`src/rtl/nibbler_ram_arbiter.sv`:
```
// -----------------------------------------------------------------------------
// nibbler_ram_arbiter
//
// Shares the Nibbler's single 4096x4 data RAM between the CPU data port and a
// host/debug port. The host can load, inspect and patch RAM while the core is
// running. At most one access is granted per cycle. Read data coming back from
// the RAM (valid the cycle after the access) is steered to whichever port
// issued that read.
//
// Arbitration:
//   - a lone request always wins
//   - on contention the port that was not granted last wins (round-robin)
//   - a locked host that won last keeps the RAM while its burst count is
//     below MAX_BURST, so the CPU waits at most MAX_BURST cycles
//
// Ports:
//   clock, reset                   single clock, synchronous active-high reset
//   cpu_req/cpu_we/cpu_addr/
//   cpu_wdata                      CPU request (held until cpu_gnt)
//   cpu_gnt                        CPU access accepted this cycle (comb)
//   cpu_rvalid/cpu_rdata           CPU read return, one cycle after grant
//   host_req/host_we/host_lock/
//   host_addr/host_wdata           host request (held until host_gnt)
//   host_gnt                       host access accepted this cycle (comb)
//   host_rvalid/host_rdata         host read return, one cycle after grant
//   ram_cs/ram_we/ram_addr/
//   ram_wdata                      RAM macro drive, muxed from the winner
//   ram_rdata                      RAM read data, valid cycle after a read
//   conflict_cnt                   saturating count of contention cycles
// -----------------------------------------------------------------------------
module nibbler_ram_arbiter #(
    parameter int ADDR_W    = 12,
    parameter int DATA_W    = 4,
    parameter int MAX_BURST = 8
) (
    input  logic              clock,
    input  logic              reset,

    input  logic              cpu_req,
    input  logic              cpu_we,
    input  logic [ADDR_W-1:0] cpu_addr,
    input  logic [DATA_W-1:0] cpu_wdata,
    output logic              cpu_gnt,
    output logic              cpu_rvalid,
    output logic [DATA_W-1:0] cpu_rdata,

    input  logic              host_req,
    input  logic              host_we,
    input  logic              host_lock,
    input  logic [ADDR_W-1:0] host_addr,
    input  logic [DATA_W-1:0] host_wdata,
    output logic              host_gnt,
    output logic              host_rvalid,
    output logic [DATA_W-1:0] host_rdata,

    output logic              ram_cs,
    output logic              ram_we,
    output logic [ADDR_W-1:0] ram_addr,
    output logic [DATA_W-1:0] ram_wdata,
    input  logic [DATA_W-1:0] ram_rdata,

    output logic [7:0]        conflict_cnt
);

    // Width of the burst counter: must be able to hold MAX_BURST itself.
    localparam int BURST_W = $clog2(MAX_BURST + 1);
    localparam logic [BURST_W-1:0] BURST_MAX = BURST_W'(MAX_BURST);

    // Owner encoding, shared by last_winner and rd_owner.
    localparam logic [0:0] WIN_CPU  = 1'b0;
    localparam logic [0:0] WIN_HOST = 1'b1;

    localparam logic [7:0] CONFLICT_MAX = 8'hFF;

    // -------------------------------------------------------------------------
    // State
    // -------------------------------------------------------------------------
    logic [0:0]         last_winner_q, last_winner_d;
    logic [BURST_W-1:0] burst_cnt_q,   burst_cnt_d;
    logic               rd_pending_q,  rd_pending_d;
    logic [0:0]         rd_owner_q,    rd_owner_d;
    logic [DATA_W-1:0]  cpu_rdata_q,   cpu_rdata_d;
    logic [DATA_W-1:0]  host_rdata_q,  host_rdata_d;
    logic [7:0]         conflict_cnt_q, conflict_cnt_d;

    // -------------------------------------------------------------------------
    // Internal combinational signals
    // -------------------------------------------------------------------------
    logic cpu_win;
    logic host_win;
    logic both_req;
    logic host_keeps_bus;
    logic win_we;
    logic cpu_ret;
    logic host_ret;

    assign both_req = cpu_req & host_req;

    // A locked host holds the bus only if it won last time and has not yet
    // used up its burst allowance; otherwise plain round-robin applies.
    assign host_keeps_bus = host_lock
                          & (last_winner_q == WIN_HOST)
                          & (burst_cnt_q < BURST_MAX);

    // -------------------------------------------------------------------------
    // Grant decision. Grants are forced low during reset so nothing reaches
    // the RAM while the block is being initialised.
    // -------------------------------------------------------------------------
    always_comb begin
        cpu_win  = 1'b0;
        host_win = 1'b0;
        if (!reset) begin
            if (both_req) begin
                if (host_keeps_bus) begin
                    host_win = 1'b1;
                end else if (last_winner_q == WIN_HOST) begin
                    cpu_win = 1'b1;
                end else begin
                    host_win = 1'b1;
                end
            end else if (cpu_req) begin
                cpu_win = 1'b1;
            end else if (host_req) begin
                host_win = 1'b1;
            end
        end
    end

    assign cpu_gnt  = cpu_win;
    assign host_gnt = host_win;

    // -------------------------------------------------------------------------
    // RAM drive: everything comes from the winner, and the bus is parked at
    // zero when nobody is granted.
    // -------------------------------------------------------------------------
    always_comb begin
        ram_cs    = 1'b0;
        ram_we    = 1'b0;
        ram_addr  = '0;
        ram_wdata = '0;
        win_we    = 1'b0;
        if (cpu_win) begin
            ram_cs    = 1'b1;
            ram_we    = cpu_we;
            ram_addr  = cpu_addr;
            ram_wdata = cpu_wdata;
            win_we    = cpu_we;
        end else if (host_win) begin
            ram_cs    = 1'b1;
            ram_we    = host_we;
            ram_addr  = host_addr;
            ram_wdata = host_wdata;
            win_we    = host_we;
        end
    end

    // -------------------------------------------------------------------------
    // Read return. The RAM presents data the cycle after a read access, so
    // the owner recorded at the grant edge selects which port sees it. The
    // returned value passes straight through in the valid cycle and is then
    // captured so each port's rdata holds its last value afterwards. During
    // reset both returns are suppressed so a read granted just before reset
    // never surfaces.
    // -------------------------------------------------------------------------
    assign cpu_ret  = rd_pending_q & (rd_owner_q == WIN_CPU)  & ~reset;
    assign host_ret = rd_pending_q & (rd_owner_q == WIN_HOST) & ~reset;

    assign cpu_rvalid  = cpu_ret;
    assign host_rvalid = host_ret;

    always_comb begin
        cpu_rdata  = cpu_rdata_q;
        host_rdata = host_rdata_q;
        if (reset) begin
            cpu_rdata  = '0;
            host_rdata = '0;
        end else begin
            if (cpu_ret) begin
                cpu_rdata = ram_rdata;
            end
            if (host_ret) begin
                host_rdata = ram_rdata;
            end
        end
    end

    assign conflict_cnt = reset ? 8'h00 : conflict_cnt_q;

    // -------------------------------------------------------------------------
    // Next-state logic. Arbitration state only moves on a grant; with no
    // grant the winner history and burst count are left alone.
    // -------------------------------------------------------------------------
    always_comb begin
        last_winner_d  = last_winner_q;
        burst_cnt_d    = burst_cnt_q;
        rd_pending_d   = 1'b0;
        rd_owner_d     = rd_owner_q;
        cpu_rdata_d    = cpu_rdata_q;
        host_rdata_d   = host_rdata_q;
        conflict_cnt_d = conflict_cnt_q;

        if (cpu_win) begin
            last_winner_d = WIN_CPU;
            burst_cnt_d   = '0;
        end else if (host_win) begin
            last_winner_d = WIN_HOST;
            if (host_lock) begin
                burst_cnt_d = (burst_cnt_q == BURST_MAX)
                            ? BURST_MAX
                            : burst_cnt_q + BURST_W'(1);
            end else begin
                burst_cnt_d = '0;
            end
        end

        // Any granted read arms a return for the following cycle.
        if ((cpu_win | host_win) && !win_we) begin
            rd_pending_d = 1'b1;
            rd_owner_d   = cpu_win ? WIN_CPU : WIN_HOST;
        end

        if (cpu_ret) begin
            cpu_rdata_d = ram_rdata;
        end
        if (host_ret) begin
            host_rdata_d = ram_rdata;
        end

        if (both_req && (conflict_cnt_q != CONFLICT_MAX)) begin
            conflict_cnt_d = conflict_cnt_q + 8'd1;
        end
    end

    // -------------------------------------------------------------------------
    // State registers. Reset leaves last_winner at HOST so the CPU takes the
    // first contended cycle, and drops any read still in flight.
    // -------------------------------------------------------------------------
    always_ff @(posedge clock) begin
        if (reset) begin
            last_winner_q  <= WIN_HOST;
            burst_cnt_q    <= '0;
            rd_pending_q   <= 1'b0;
            rd_owner_q     <= WIN_CPU;
            cpu_rdata_q    <= '0;
            host_rdata_q   <= '0;
            conflict_cnt_q <= '0;
        end else begin
            last_winner_q  <= last_winner_d;
            burst_cnt_q    <= burst_cnt_d;
            rd_pending_q   <= rd_pending_d;
            rd_owner_q     <= rd_owner_d;
            cpu_rdata_q    <= cpu_rdata_d;
            host_rdata_q   <= host_rdata_d;
            conflict_cnt_q <= conflict_cnt_d;
        end
    end

endmodule

```
`config.mk`:
```
export PLATFORM = sky130hd
export DESIGN_NAME = nibbler_ram_arbiter
export DESIGN_NICKNAME = d
export VERILOG_FILES = /design/src/rtl/nibbler_ram_arbiter.sv
export SDC_FILE = /design/constraint.sdc
export NUM_CORES = 1
export LEC_CHECK = 0
export ABC_AREA = 1
export CAP_MARGIN = 15
export CORE_AREA = 2 2 62 64
export CTS_BUF_LIST = sky130_fd_sc_hd__clkbuf_8
export CTS_CLUSTER_SIZE = 40
export DETAILED_ROUTE_END_ITERATION = 10
export DIE_AREA = 0 0 64 66
export GPL_ROUTABILITY_DRIVEN = 0
export PLACE_DENSITY = 0.84
export SLEW_MARGIN = 40
export SYNTH_ARGS = -nofsm -noshare
export SYNTH_HDL_FRONTEND = slang
export SYNTH_SLANG_ARGS = --single-unit
```
`constraint.sdc`:
```
create_clock -name clock -period 1.9 [get_ports clock]
set_input_delay 0.38 -clock clock [delete_from_list [all_inputs] [get_ports clock]]
set_output_delay 0.38 -clock clock [all_outputs]
set_load 0.01 [all_outputs]
```
==> summary.txt <==
Timing
  • TNS Setup: 0 ns
  • Fmax: 537 MHz
  • Max-slew violations: 0
  • RSZ-0062 raised after global routing: true
  • Final setup fails: 0
  • Period utilization: 0.981
  • Clock period minus worst slack: 1.86 ns
  • Rel. slew slack: 0.830
  • Endpoints failing hold: 0
  • Slew @ Worst Pin: 0.253 ns
  • Worst clock skew: 0.00311 ns

Cells and area
  • Register area: 463 um2
  • FILL cells: 301
  • Fin util: 0.693
  • Fin area: 2460 um2
  • Post-Layout Cell Count: 385
  • Multi-input logic area: 856 um2
  • Area Overhead vs Synth: 73.7%
  • Ratio of cells with drive above 1 in the final layout: 0.270
  • Nets@finish: 384
  • ANT cells: 0

Detailed routing
  • Final wirelength: 4.66 mm
  • DRC errors left: 0
  • Wire per inst: 12.1 um
  • DR vias/cell: 4.63
  • Via count: 1783
  • Number of DRC markers in iteration 0: 47
  • Pre-antenna DRT Iters: 4
  • Routed Antenna Nets: 0

Placed design
  • Dpl hpwl: 3.23 mm
  • Inst Count DP: 372
  • Dpl cell area: 2410 um2
  • IO Port Bufs: 80

Synthesis
  • Mux cell area share after synthesis: 0
  • Synth warn: 0
  • Yosys reg bits: 23
  • Largest family of logic cells by synthesized area: simple AND/OR/NAND/NOR gates
  • Syn avg cell area: 6.24 um2
  • Synth Instances: 227
  • Synth unique cells: 27
  • Syn_nets: 273
  • Simple-Gate Fraction of Synth Area: 0.421
  • Post-synth design cell area: 1420 um2
  • Post-Synth Adder-Cell Area: 0.0265
  • Post-synthesis sequential area ratio: 0.325
  • Compound-Gate Fraction of Synth Area: 0.103
  • Post-Synth XOR/XNOR Area: 0.0124

Global routing
  • Total grt overflow: 0
  • Initial antenna violation count: 0
  • Pin count of the biggest net entering global routing: 15
  • Vias in the first global route: 1634
  • First-pass GRT wire length: 7.17 mm
  • GRT Total Usage: 0.218

Critical path
  • Setup Crit Path Kind: input port to output port
  • Worst-path fanout max: 8
  • Endpoint class of the critical path: output port
  • Worst EP required: 1.52 ns
  • Worst EP arrival: 1.48 ns
  • CP Launch Type: input port

Min path
  • Hold crit path type: register to register

Die
  • Initial core utilization: 0.399
  • IO Count: 81
  • Die Ht: 66 um
  • Die Wd: 64 um
  • # rows: 22
  • Die Area: 4220 um2
  • Core footprint: 3550 um2

Power
  • Pleak: 1.23 nW
  • Overall power: 0.00118 W
  • Peak VDD IR: 0.000463 V
  • Cell Pwr Density: 480 nW/um2

Clocking
  • CTS tree: yes
  • Clk Latency, worst-skew pair: 0.27 ns
  • Total CTS buffers: 3
  • CTS clk-pin slew, worst paths: 0.08 ns
  • H-tree levels: 1
  • Max Root-Sink Buffers: 2
  • CTS sink cnt: 23
  • Hold Buf Count CTS: 0
  • Clock Tree Root: clkbuf_8

Status
  • Status: completed

Job
  • Max-cap viol count: 0
registers in the layout, indices dropped and copies added, names as in the netlist:
| signal | cells |
|---|---|
| host_rdata_q | 4 |
| burst_cnt_q | 4 |
| rd_owner_q | 1 |
| rd_pending_q | 1 |
| cpu_rdata_q | 4 |
| conflict_cnt_q | 8 |
| last_winner_q | 1 |
final timing paths:
| path | startpoint | to | slack, ns | cells past startpoint |
|---|---|---|---|---|
| hold / removal | cpu_rdata_q[0] | cpu_rdata_q[0] | 0.49 | 2 |
| setup reg to reg | conflict_cnt_q[0] | conflict_cnt_q[0] | 0.42 | 7 |
| hold reg to reg | cpu_rdata_q[0] | cpu_rdata_q[0] | 0.49 | 2 |
| setup / recovery | reset | ram_addr[8] | 0.04 | 8 |
cells by family after synthesis:
logic type | count (synthesis)
XOR/XNOR | 2
adder cells (fa/ha/maj) | 3
flip-flops | 23
AO/OA/AOI/OAI | 26
buffers and inverters | 32
AND/OR/NAND/NOR | 141
cells in the final DEF (no fill, tap or decap), types with 2 or more instances in the layout:
cell type / netlist / final
nor3_1: 3 / 3
nor2_1: 17 / 17
nor3_4: 0 / 2
o21ai_0: 9 / 4
clkdlybuf4s15_1: 0 / 2
buf_2: 2 / 25
ha_1: 3 / 3
a21oi_1: 10 / 10
nand3_1: 10 / 10
nand4_1: 3 / 3
clkdlybuf4s50_1: 0 / 38
dfxtp_2: 0 / 2
clkbuf_8: 0 / 3
o21ai_1: 2 / 7
buf_6: 3 / 9
inv_2: 2 / 2
dlygate4sd2_1: 0 / 14
nand2_1: 99 / 87
nand3_4: 0 / 2
nand2_2: 3 / 15
buf_4: 0 / 23
inv_1: 22 / 22
a21oi_2: 3 / 3
dfxtp_1: 23 / 21
power breakdown:
part	switching [W]	internal (W)	total [W]
Combinational	0.000161	0.000191	0.000353
Clock	0.000165	0.000149	0.000313
Sequential	0.0000129	0.000502	0.000515
Yosys cell counts (all sizes together):
library cell	n	area share
nand3b	1	0.0053
nand4	3	0.013
dfxtp	23	0.32
a21oi	13	0.054
nor2	18	0.053
clkbuf	1	0.0026
inv	25	0.068
ha	3	0.026
nor3	5	0.025
buf	6	0.041
xor2	1	0.0062
xnor2	1	0.0062
o21ai	11	0.039
a21boi	2	0.011
nand2	102	0.28
nand3	12	0.049
repair_timing:
item                                    CTS  global route
buffers inserted                          5             3
gates cloned                              4             0
endpoints found under the setup margin   38            20
gates resized for setup                 132            25
pin swaps                                 2             9
metal layers:
metal	track usage	routed length [um]	share of wire	vias up
li1	-	-	-	926
met3	0.0426	274	0.059	7
met2	0.434	2500	0.54	61
met4	0.0788	85	0.018	0
met5	0	0	0	-
met1	0.222	1800	0.39	789
per-stage QoR:
| stage | worst slack (ns) | hold WS, ns |
|---|---|---|
| floorplan | 0.342 | 0.461 |
| global placement | -0.520 | 0.484 |
| detailed placement | -0.547 | 0.490 |
| CTS | 0.00202 | 0.491 |
| global route | -0.00803 | 0.506 |
| finish | 0.0368 | 0.485 |
cell type report:
type | instances | area share
Clock buffer | 3 | 0.0168
Timing Repair Buffer | 113 | 0.381
Clock inverter | 1 | 0.00305
Sequential cell | 23 | 0.188
Multi-Input combinational cell | 172 | 0.348
Tap cell | 48 | 0.0244
Inverter | 25 | 0.0391
worst max-delay path, cell delays in order:
cell and delay, ns:
dlygate4sd2_1 0.24, buf_6 0.14, buf_6 0.12, nor2_4 0.17, buf_6 0.16, nand2_2 0.06
nand2_1 0.07, buf_2 0.13
(Power assumes the default switching activity.)
